===== config.mk =====
export PLATFORM = sky130hd
export DESIGN_NAME = fetch_unit
export DESIGN_NICKNAME = d
export VERILOG_FILES = /design/src/rtl/fetch_unit_pkg.sv /design/src/rtl/fetch_unit_pc_reg.sv /design/src/rtl/fetch_unit.sv
export SDC_FILE = /design/constraint.sdc
export NUM_CORES = 1
export LEC_CHECK = 0
export CAP_MARGIN = 0
export CORE_ASPECT_RATIO = 2
export CORE_MARGIN = 2
export CORE_UTILIZATION = 48
export DETAILED_ROUTE_END_ITERATION = 8
export PLACE_DENSITY = 0.84
export SKIP_LAST_GASP = 1
export SYNTH_ARGS = -nofsm -noshare
export SYNTH_HDL_FRONTEND = slang
export SYNTH_HIERARCHICAL = 1
export SYNTH_SLANG_ARGS = --single-unit

===== constraint.sdc =====
create_clock -name clk -period 4.88 [get_ports clk]
set_input_delay 0.976 -clock clk [delete_from_list [all_inputs] [get_ports clk]]
set_output_delay 0.976 -clock clk [all_outputs]
set_load 0.005 [all_outputs]

===== src/rtl/fetch_unit_pkg.sv =====
// Shared widths, FSM encodings and instruction payload for the fetch stage.
package fetch_unit_pkg;

  localparam int unsigned ADDR_SIZE   = 8;
  localparam int unsigned WORD_SIZE   = 16;
  localparam int unsigned PC_STEP_DEF = 2;

  localparam logic [1:0] FETCH_IDLE  = 2'd0;
  localparam logic [1:0] FETCH_FETCH = 2'd1;
  localparam logic [1:0] FETCH_VALID = 2'd2;
  localparam logic [1:0] FETCH_HALT  = 2'd3;

  typedef logic [ADDR_SIZE-1:0] addr_t;
  typedef logic [WORD_SIZE-1:0] word_t;

  typedef struct packed {
    word_t word;
    addr_t pc;
  } instr_t;

  // Instructions live at even addresses; redirect targets drop bit 0.
  function automatic addr_t align_even(input addr_t a);
    return {a[ADDR_SIZE-1:1], 1'b0};
  endfunction

endpackage


===== src/rtl/fetch_unit_pc_reg.sv =====
// Program counter: async-reset register with load (priority), step and hold.
module fetch_unit_pc_reg
  import fetch_unit_pkg::*;
#(
  parameter int unsigned STEP      = PC_STEP_DEF,
  parameter addr_t       RESET_VAL = '0
) (
  input  logic  clk,
  input  logic  rst_n,
  input  logic  load_i,
  input  addr_t load_addr_i,
  input  logic  inc_i,
  output addr_t pc_o,
  output addr_t pc_next_o
);

  addr_t pc_q;
  addr_t pc_d;

  always_comb begin
    pc_d = pc_q;
    if (load_i) begin
      pc_d = load_addr_i;
    end else if (inc_i) begin
      pc_d = pc_q + ADDR_SIZE'(STEP);
    end
  end

  always_ff @(posedge clk or negedge rst_n) begin
    if (!rst_n) begin
      pc_q <= RESET_VAL;
    end else begin
      pc_q <= pc_d;
    end
  end

  assign pc_o      = pc_q;
  assign pc_next_o = pc_d;

endmodule


===== src/rtl/fetch_unit.sv =====
// Instruction fetch stage: drives the program ROM and hands words to decode.
// Build option FETCH_HALT_EN: a zero ROM word halts fetch instead of issuing.
module fetch_unit
  import fetch_unit_pkg::*;
#(
  parameter int unsigned PC_STEP      = PC_STEP_DEF,
  parameter addr_t       RESET_VECTOR = '0
) (
  input  logic                 clk,
  input  logic                 rst_n,
  input  logic                 start,
  output logic                 rom_boot,
  output logic [ADDR_SIZE-1:0] rom_addr,
  input  logic [WORD_SIZE-1:0] rom_data,
  output logic [WORD_SIZE-1:0] instr,
  output logic [ADDR_SIZE-1:0] instr_pc,
  output logic                 instr_valid,
  input  logic                 instr_ready,
  input  logic                 jump_en,
  input  logic [ADDR_SIZE-1:0] jump_addr,
  output logic                 halted
);

  logic [1:0] state_q, state_d;
  instr_t     instr_q, instr_d;
  logic       valid_q, valid_d;
  logic       boot_q,  boot_d;
  addr_t      addr_q,  addr_d;
  logic       pc_load, pc_inc;
  addr_t      pc, pc_next;

  fetch_unit_pc_reg #(
    .STEP      (PC_STEP),
    .RESET_VAL (RESET_VECTOR)
  ) u_pc_reg (
    .clk         (clk),
    .rst_n       (rst_n),
    .load_i      (pc_load),
    .load_addr_i (align_even(jump_addr)),
    .inc_i       (pc_inc),
    .pc_o        (pc),
    .pc_next_o   (pc_next)
  );

`ifdef FETCH_HALT_EN
  logic halted_q, halted_d;
`endif

  always_comb begin
    state_d  = state_q;
    instr_d  = instr_q;
    valid_d  = valid_q;
    pc_load  = 1'b0;
    pc_inc   = 1'b0;
`ifdef FETCH_HALT_EN
    halted_d = halted_q;
`endif
    case (state_q)
      FETCH_IDLE: begin
        if (start) begin
          state_d = FETCH_FETCH;
        end
      end
      FETCH_FETCH: begin
        // A redirect drops the word on the bus this cycle.
        if (jump_en) begin
          pc_load = 1'b1;
        end
`ifdef FETCH_HALT_EN
        else if (rom_data == '0) begin
          halted_d = 1'b1;
          state_d  = FETCH_HALT;
        end
`endif
        else begin
          instr_d = '{word: rom_data, pc: pc};
          pc_inc  = 1'b1;
          valid_d = 1'b1;
          state_d = FETCH_VALID;
        end
      end
      FETCH_VALID: begin
        if (jump_en) begin
          pc_load = 1'b1;
          valid_d = 1'b0;
          state_d = FETCH_FETCH;
        end else if (instr_ready) begin
          valid_d = 1'b0;
          state_d = FETCH_FETCH;
        end
      end
`ifdef FETCH_HALT_EN
      FETCH_HALT: begin
        if (jump_en) begin
          pc_load  = 1'b1;
          halted_d = 1'b0;
          state_d  = FETCH_FETCH;
        end
      end
`endif
      default: begin
        state_d = FETCH_IDLE;
      end
    endcase
    // ROM strobe and address are registered from the upcoming state.
    boot_d = (state_d == FETCH_FETCH);
    addr_d = boot_d ? pc_next : '0;
  end

  always_ff @(posedge clk or negedge rst_n) begin
    if (!rst_n) begin
      state_q <= FETCH_IDLE;
      instr_q <= '0;
      valid_q <= 1'b0;
      boot_q  <= 1'b0;
      addr_q  <= '0;
    end else begin
      state_q <= state_d;
      instr_q <= instr_d;
      valid_q <= valid_d;
      boot_q  <= boot_d;
      addr_q  <= addr_d;
    end
  end

`ifdef FETCH_HALT_EN
  always_ff @(posedge clk or negedge rst_n) begin
    if (!rst_n) begin
      halted_q <= 1'b0;
    end else begin
      halted_q <= halted_d;
    end
  end
  assign halted = halted_q;
`else
  assign halted = 1'b0;
`endif

  assign rom_boot    = boot_q;
  assign rom_addr    = addr_q;
  assign instr       = instr_q.word;
  assign instr_pc    = instr_q.pc;
  assign instr_valid = valid_q;

endmodule


==> reports/metrics.cfg <==
[global_route]
antenna_found_initial=0
grt_pass1_vias=1402
overflow=0
grt_max_degree=45
grt_usage_pct=18.7
grt_pass1_wl_mm=6.50

[clocking]
cts.clk_slew.worst_paths_ns=0.07
cts_root_buffer=clkbuf_8
cts_hold_buf=0
clockBufferDepth=2
cts_made_buffers=5
htree_levels=2
cts_tree=done
insertion_delay_ns=0.29
cts-resized-gates=0
cts_setup_buffers=0
cts_num_sinks=44

[die]
ios=64
die_x_um=48.5
floorplan.die.height_um=93.0
initial_core_util_pct=49.4
fp-row-count=32
die_area_sq_um=4510
core_sq_um=3840

[place]
place_congestion=0.748
place_hpwl_mm=2.89
io_buffers=61

[pwr]
clkPwrFrac_pct=14.4
total_power_mw=1.59
intPower_mw=1.08
switching_share_pct=32.0
p_seq_share_pct=40.2
p_comb_share_pct=45.4
p_leak_nw=1.14
peakVddDrop_mv=0.365
p_sw_uw=509
power.density_nw_per_um2=605

[synthesis]
synth_cell_type_count=28
synth.largest_area_cell=dfrtp_1
async_flop_share_pct=100
synth.avg_cell_area_sq_um=12.8
synth.cell_area_sq_um=1900
netlist_instances=148
synth_top_flop_cell=dfrtp_1
netlist.area_leader.share_pct=57.9
synth.ff_latch_count=44
yosys_warnings=6
seq_area_frac_synth_pct=57.9
synth_edf_count=0
synthTopCellsByArea=dfrtp_1, mux2_2, nor3_2, ha_1, inv_1

[route]
dr_wl_met2_mm=2.05
vias=1328
drtAntennaViolNets=0
wire_per_inst_um=14.4
route.detailed.drc=0
wl_met3_um=209
drt_pass1_iterations=4
drt_wl_total_mm=3.78
top_layer=met4
drt-initial-drc-count=30
wl_met1_mm=1.44
avgViaCountPerCell=5.05

[sta]
fin_tns_setup_ns=0
rsz0062_at_grt=no
final_max_slew_viol_count=0
final-setup-viol-count=0
period_share_pct=64.0
hold_viol=0
maxSlewHeadroom_pct=37.6
clock.fmax_mhz=320
fin_skew_ns=0.00851
worstMarginPinSlew_ns=0.936
min_period_ns=3.12

[run]
drv_cap=0

[worst_setup_path]
regToRegSetupSlack_ns=2.19
r2r-start=state_q[1]
cp_data_required_time_ns=5.09
reg2reg_to=rom_addr[6]
worstSetupPathType=in2reg
end_kind=flip-flop
worstSetupStartpoint=jump_en
rr_worst_depth=8
endpoint=rom_addr[6]
crit_arrival_ns=3.33
cp_max_fo=16
start_kind=input port

[min_path]
hold_path_class=reg2reg
whs_path_depth=1

[finish]
num_antenna_cells=0
area_delta_synth_final_pct=38.3
layout-drive-gt1-share_pct=20.8
num-fill-cells=315
final-seq-area_sq_um=1100
multi_input_area_sq_um=704
nets=246

[status]
status=finished, final reports clean

[layout make-up]
type,count,share of cell area (%)
Multi-Input combinational cell,84,26.8
Clock buffer,7,3.28
Clock inverter,1,0.286
Timing Repair Buffer,62,23.3
Sequential cell,44,41.9
Tap cell,51,2.43
Inverter,14,2.00
[cells by family (layout without fill, tap and decap cells)]
logic type      count (synthesis)  in the layout  synth area share [%]
compound gates                 15             15                  5.00
xor+xnor                        4              4                  1.84
fa+ha+maj                       6              6                  3.95
buf+inv                        21             84                  5.33
flops                          44             44                  57.9
mux                            26             26                  15.3
other cells                     1              2                 0.197
simple gates                   31             31                  10.4
[critical path: stages]
cell             delay, ns
clkdlybuf4s50_1       0.52
nor2b_2               0.66
nand4_1               0.29
or3_1                 0.42
a31oi_1               0.24
inv_1                 0.08
nor3_2                0.16
[cell usage after synthesis (all sizes together) (2+ instances only)]
cell	instances
a31oi	2
xor2	3
nor2b	2
nand4	2
dfrtp	44
nand2	10
ha	6
nor3	8
mux2	25
or3	2
nor2	4
inv	14
o21ai	8
buf	6
[power by group through the flow]
stage | Clock (mW) | Combinational (mW) | Sequential [mW]
3_5_place_dp | 0 | 0.733 | 0.648
3_3_place_gp | 0 | 0.695 | 0.636
6_report | 0.228 | 0.723 | 0.640
2_1_floorplan | 0 | 0.369 | 0.642
4_1_cts | 0.237 | 0.737 | 0.643
5_1_grt | 0.251 | 0.793 | 0.667
[registers in the layout, indices dropped and copies added, names as in the netlist]
register / cells
instr_pc: 8
instr_valid: 1
state_q: 2
u_pc_reg/pc_o: 8
rom_addr: 8
rom_boot: 1
instr: 16
[through the flow]
stage	std cells	setup WS, ns	cell area [sq um]	utilization, %	hold WS [ns]
2_1_floorplan	149	2.40	1900	-	0.475
3_5_place_dp	255	1.42	2530	66.0	0.494
4_1_cts	263	1.72	2630	68.4	0.512
3_3_place_gp	255	1.57	2530	66.0	0.485
6_report	263	1.76	2630	68.4	0.509
5_1_grt	263	1.58	2630	68.4	0.533
[how the worst min path moves through the flow]
stage | from | endpoint
6_report | instr[6] | instr[6]
5_1_grt | instr[5] | instr[5]
3_5_place_dp | instr[5] | instr[5]
3_3_place_gp | u_pc_reg/pc_o[0] | instr_pc[0]
4_1_cts | instr[5] | instr[5]
2_1_floorplan | u_pc_reg/pc_o[0] | instr_pc[0]
[layout by cell type, fill, tap and decap left out, types with 2 or more instances in the layout]
master / netlist / final
clkdlybuf4s50_1: 0 / 60
ha_1: 6 / 6
nand2_1: 10 / 10
clkbuf_8: 0 / 6
a31oi_1: 2 / 2
mux2_2: 25 / 25
nor3_2: 8 / 8
dfrtp_1: 44 / 44
nand4_1: 2 / 2
xor2_1: 3 / 3
inv_1: 14 / 14
nor2_1: 4 / 4
or3_1: 2 / 2
o21ai_0: 8 / 8
conb_1: 1 / 2
[routing by layer]
layer  up-vias  GRT usage, %
li1        627             -
met1       636          19.9
met2        57          35.1
met3         8          3.99
met4         0          7.86
met5         -             0
No activity file was read; power rests on OpenSTA's default activity.
==> variant: new RTL, config.mk and constraints unchanged <==
The option `FETCH_HALT_EN` is turned on by a define.
--- a/src/rtl/fetch_unit.sv
+++ b/src/rtl/fetch_unit.sv
@@ -1,5 +1,7 @@
 // Instruction fetch stage: drives the program ROM and hands words to decode.
 // Build option FETCH_HALT_EN: a zero ROM word halts fetch instead of issuing.
+`define FETCH_HALT_EN
+
 module fetch_unit
   import fetch_unit_pkg::*;
 #(
Check against the original RTL: not equivalent (a bounded check fails within 4 cycles, from zero or initial values and one cycle with rst_n low).
==> variant against the original RTL <==
Power fell by 14%; synthesized area down 2.2%; sequential cell count up 1; count of clock-buffer cells in the layout down 1; worst setup slack better by 0.091 ns; wire length increased by 15%; cell area up 0.43%.
==> variant: results (changes against the original RTL) <==
drt total wl: 4340 µm (+15%)
post-synthesis compound-gate area fraction: 0.0485 (-0.00158)
leakage power: 1.12 nW (-1.6%)
top post-synthesis cells by area: dfrtp_1, mux2_4, mux2_2
CP peak stage delay: 0.52 ns (-0.14 ns)
clock-cell share of area: 0.0455 (+0.00980)
Avg Synthesized Cell Area: 14.0 µm² (+8.9%)
Synth Area in Adders: 0.00673 (-0.0328)
sequential share of cell area: 0.427 (+0.00769)
Non-clk invs: 4 (-10)
area of the multi-input gates: 692 µm² (-1.8%)
Synth Flop Type: dfrtp_1
share of cells above drive strength 1: 0.189 (-0.0185)
Cell variety after synth: 27 (-3.6%)
Vias/cell: 5.26 (+4.1%)
Synth Area in XOR/XNOR: 0.0188 (+0.000409)
pre-CTS setup slack: 1.56 ns (+0.138 ns)
wire per inst: 17.2 µm (+20%)
Pwr Density: 516 mW/mm² (-15%)
first-pass GRT wire length: 6460 µm (-0.63%)
FILL cells: 265 (-16%)
vias in the first global route: 1,394 (-0.57%)
multi-input gates: 81 (-3.6%)
Synth top cells by count: dfrtp_1, mux2_4, o21ai_0
Crit Reg-Reg Startpoint: state_q[0]
crit path from: rom_data[14]
Rel. slew slack: 0.347 (-0.0292)
CLK BUF: 6 (-1)
IO Port Bufs: 62 (+1.6%)
crit-path max FO: 8 (-8)
pin count of the biggest net entering global routing: 46 (+2.2%)
non-clk buf share: 0.236 (+0.00280)
post-DP HPWL: 3140 µm (+8.9%)
global placer's final weighted congestion: 0.825 (+10%)
CTS Sinks: 45 (+2.3%)
DRT iter0 DRCs: 22 (-27%)
R2R cell count: 6 (-2)
CP max-delay cell: clkdlybuf4s50_1
post-place instance area: 0.00252 mm² (-0.59%)
number of non-clock buffers: 63 (+1.6%)
dpl cells: 244 (-4.3%)
multiplexer share of the synthesized area: 0.191 (+0.0377)
Hold Worst Slack: 0.510 ns (+0.000983 ns)
final setup margin: 1.85 ns (+0.0907 ns)
Core ar.: 0.00380 mm² (-1.0%)
status: finished, final reports clean
Critical Path End: rom_addr[7]
clk_skew: 0.00773 ns (-0.000775 ns)
fin nets: 230 (-6.5%)
variant: per-layer routing:
metal | vias to the layer above | GRT usage | part of all wire
met5 | - | 0 | 0
met4 | 0 | 0.124 | 0.042
met3 | 16 | 0.0433 | 0.047
met2 | 58 | 0.353 | 0.55
met1 | 652 | 0.225 | 0.36
li1 | 599 | - | -
variant: how the worst min path moves through the flow:
stage | cells after the start | endpoint | start
finish | 1 | instr[15] | instr[15]
global placement | 1 | instr_pc[0] | u_pc_reg/pc_o[0]
CTS | 1 | instr[15] | instr[15]
global route | 1 | instr[6] | instr[6]
detailed placement | 1 | instr_pc[4] | instr_pc[4]
floorplan | 1 | instr_pc[0] | u_pc_reg/pc_o[0]
variant: where the power goes:
part	internal (mW)	switching [mW]
sequential	0.499	0.0815
clock	0.166	0.124
combinational	0.334	0.159
total	1.00	0.364
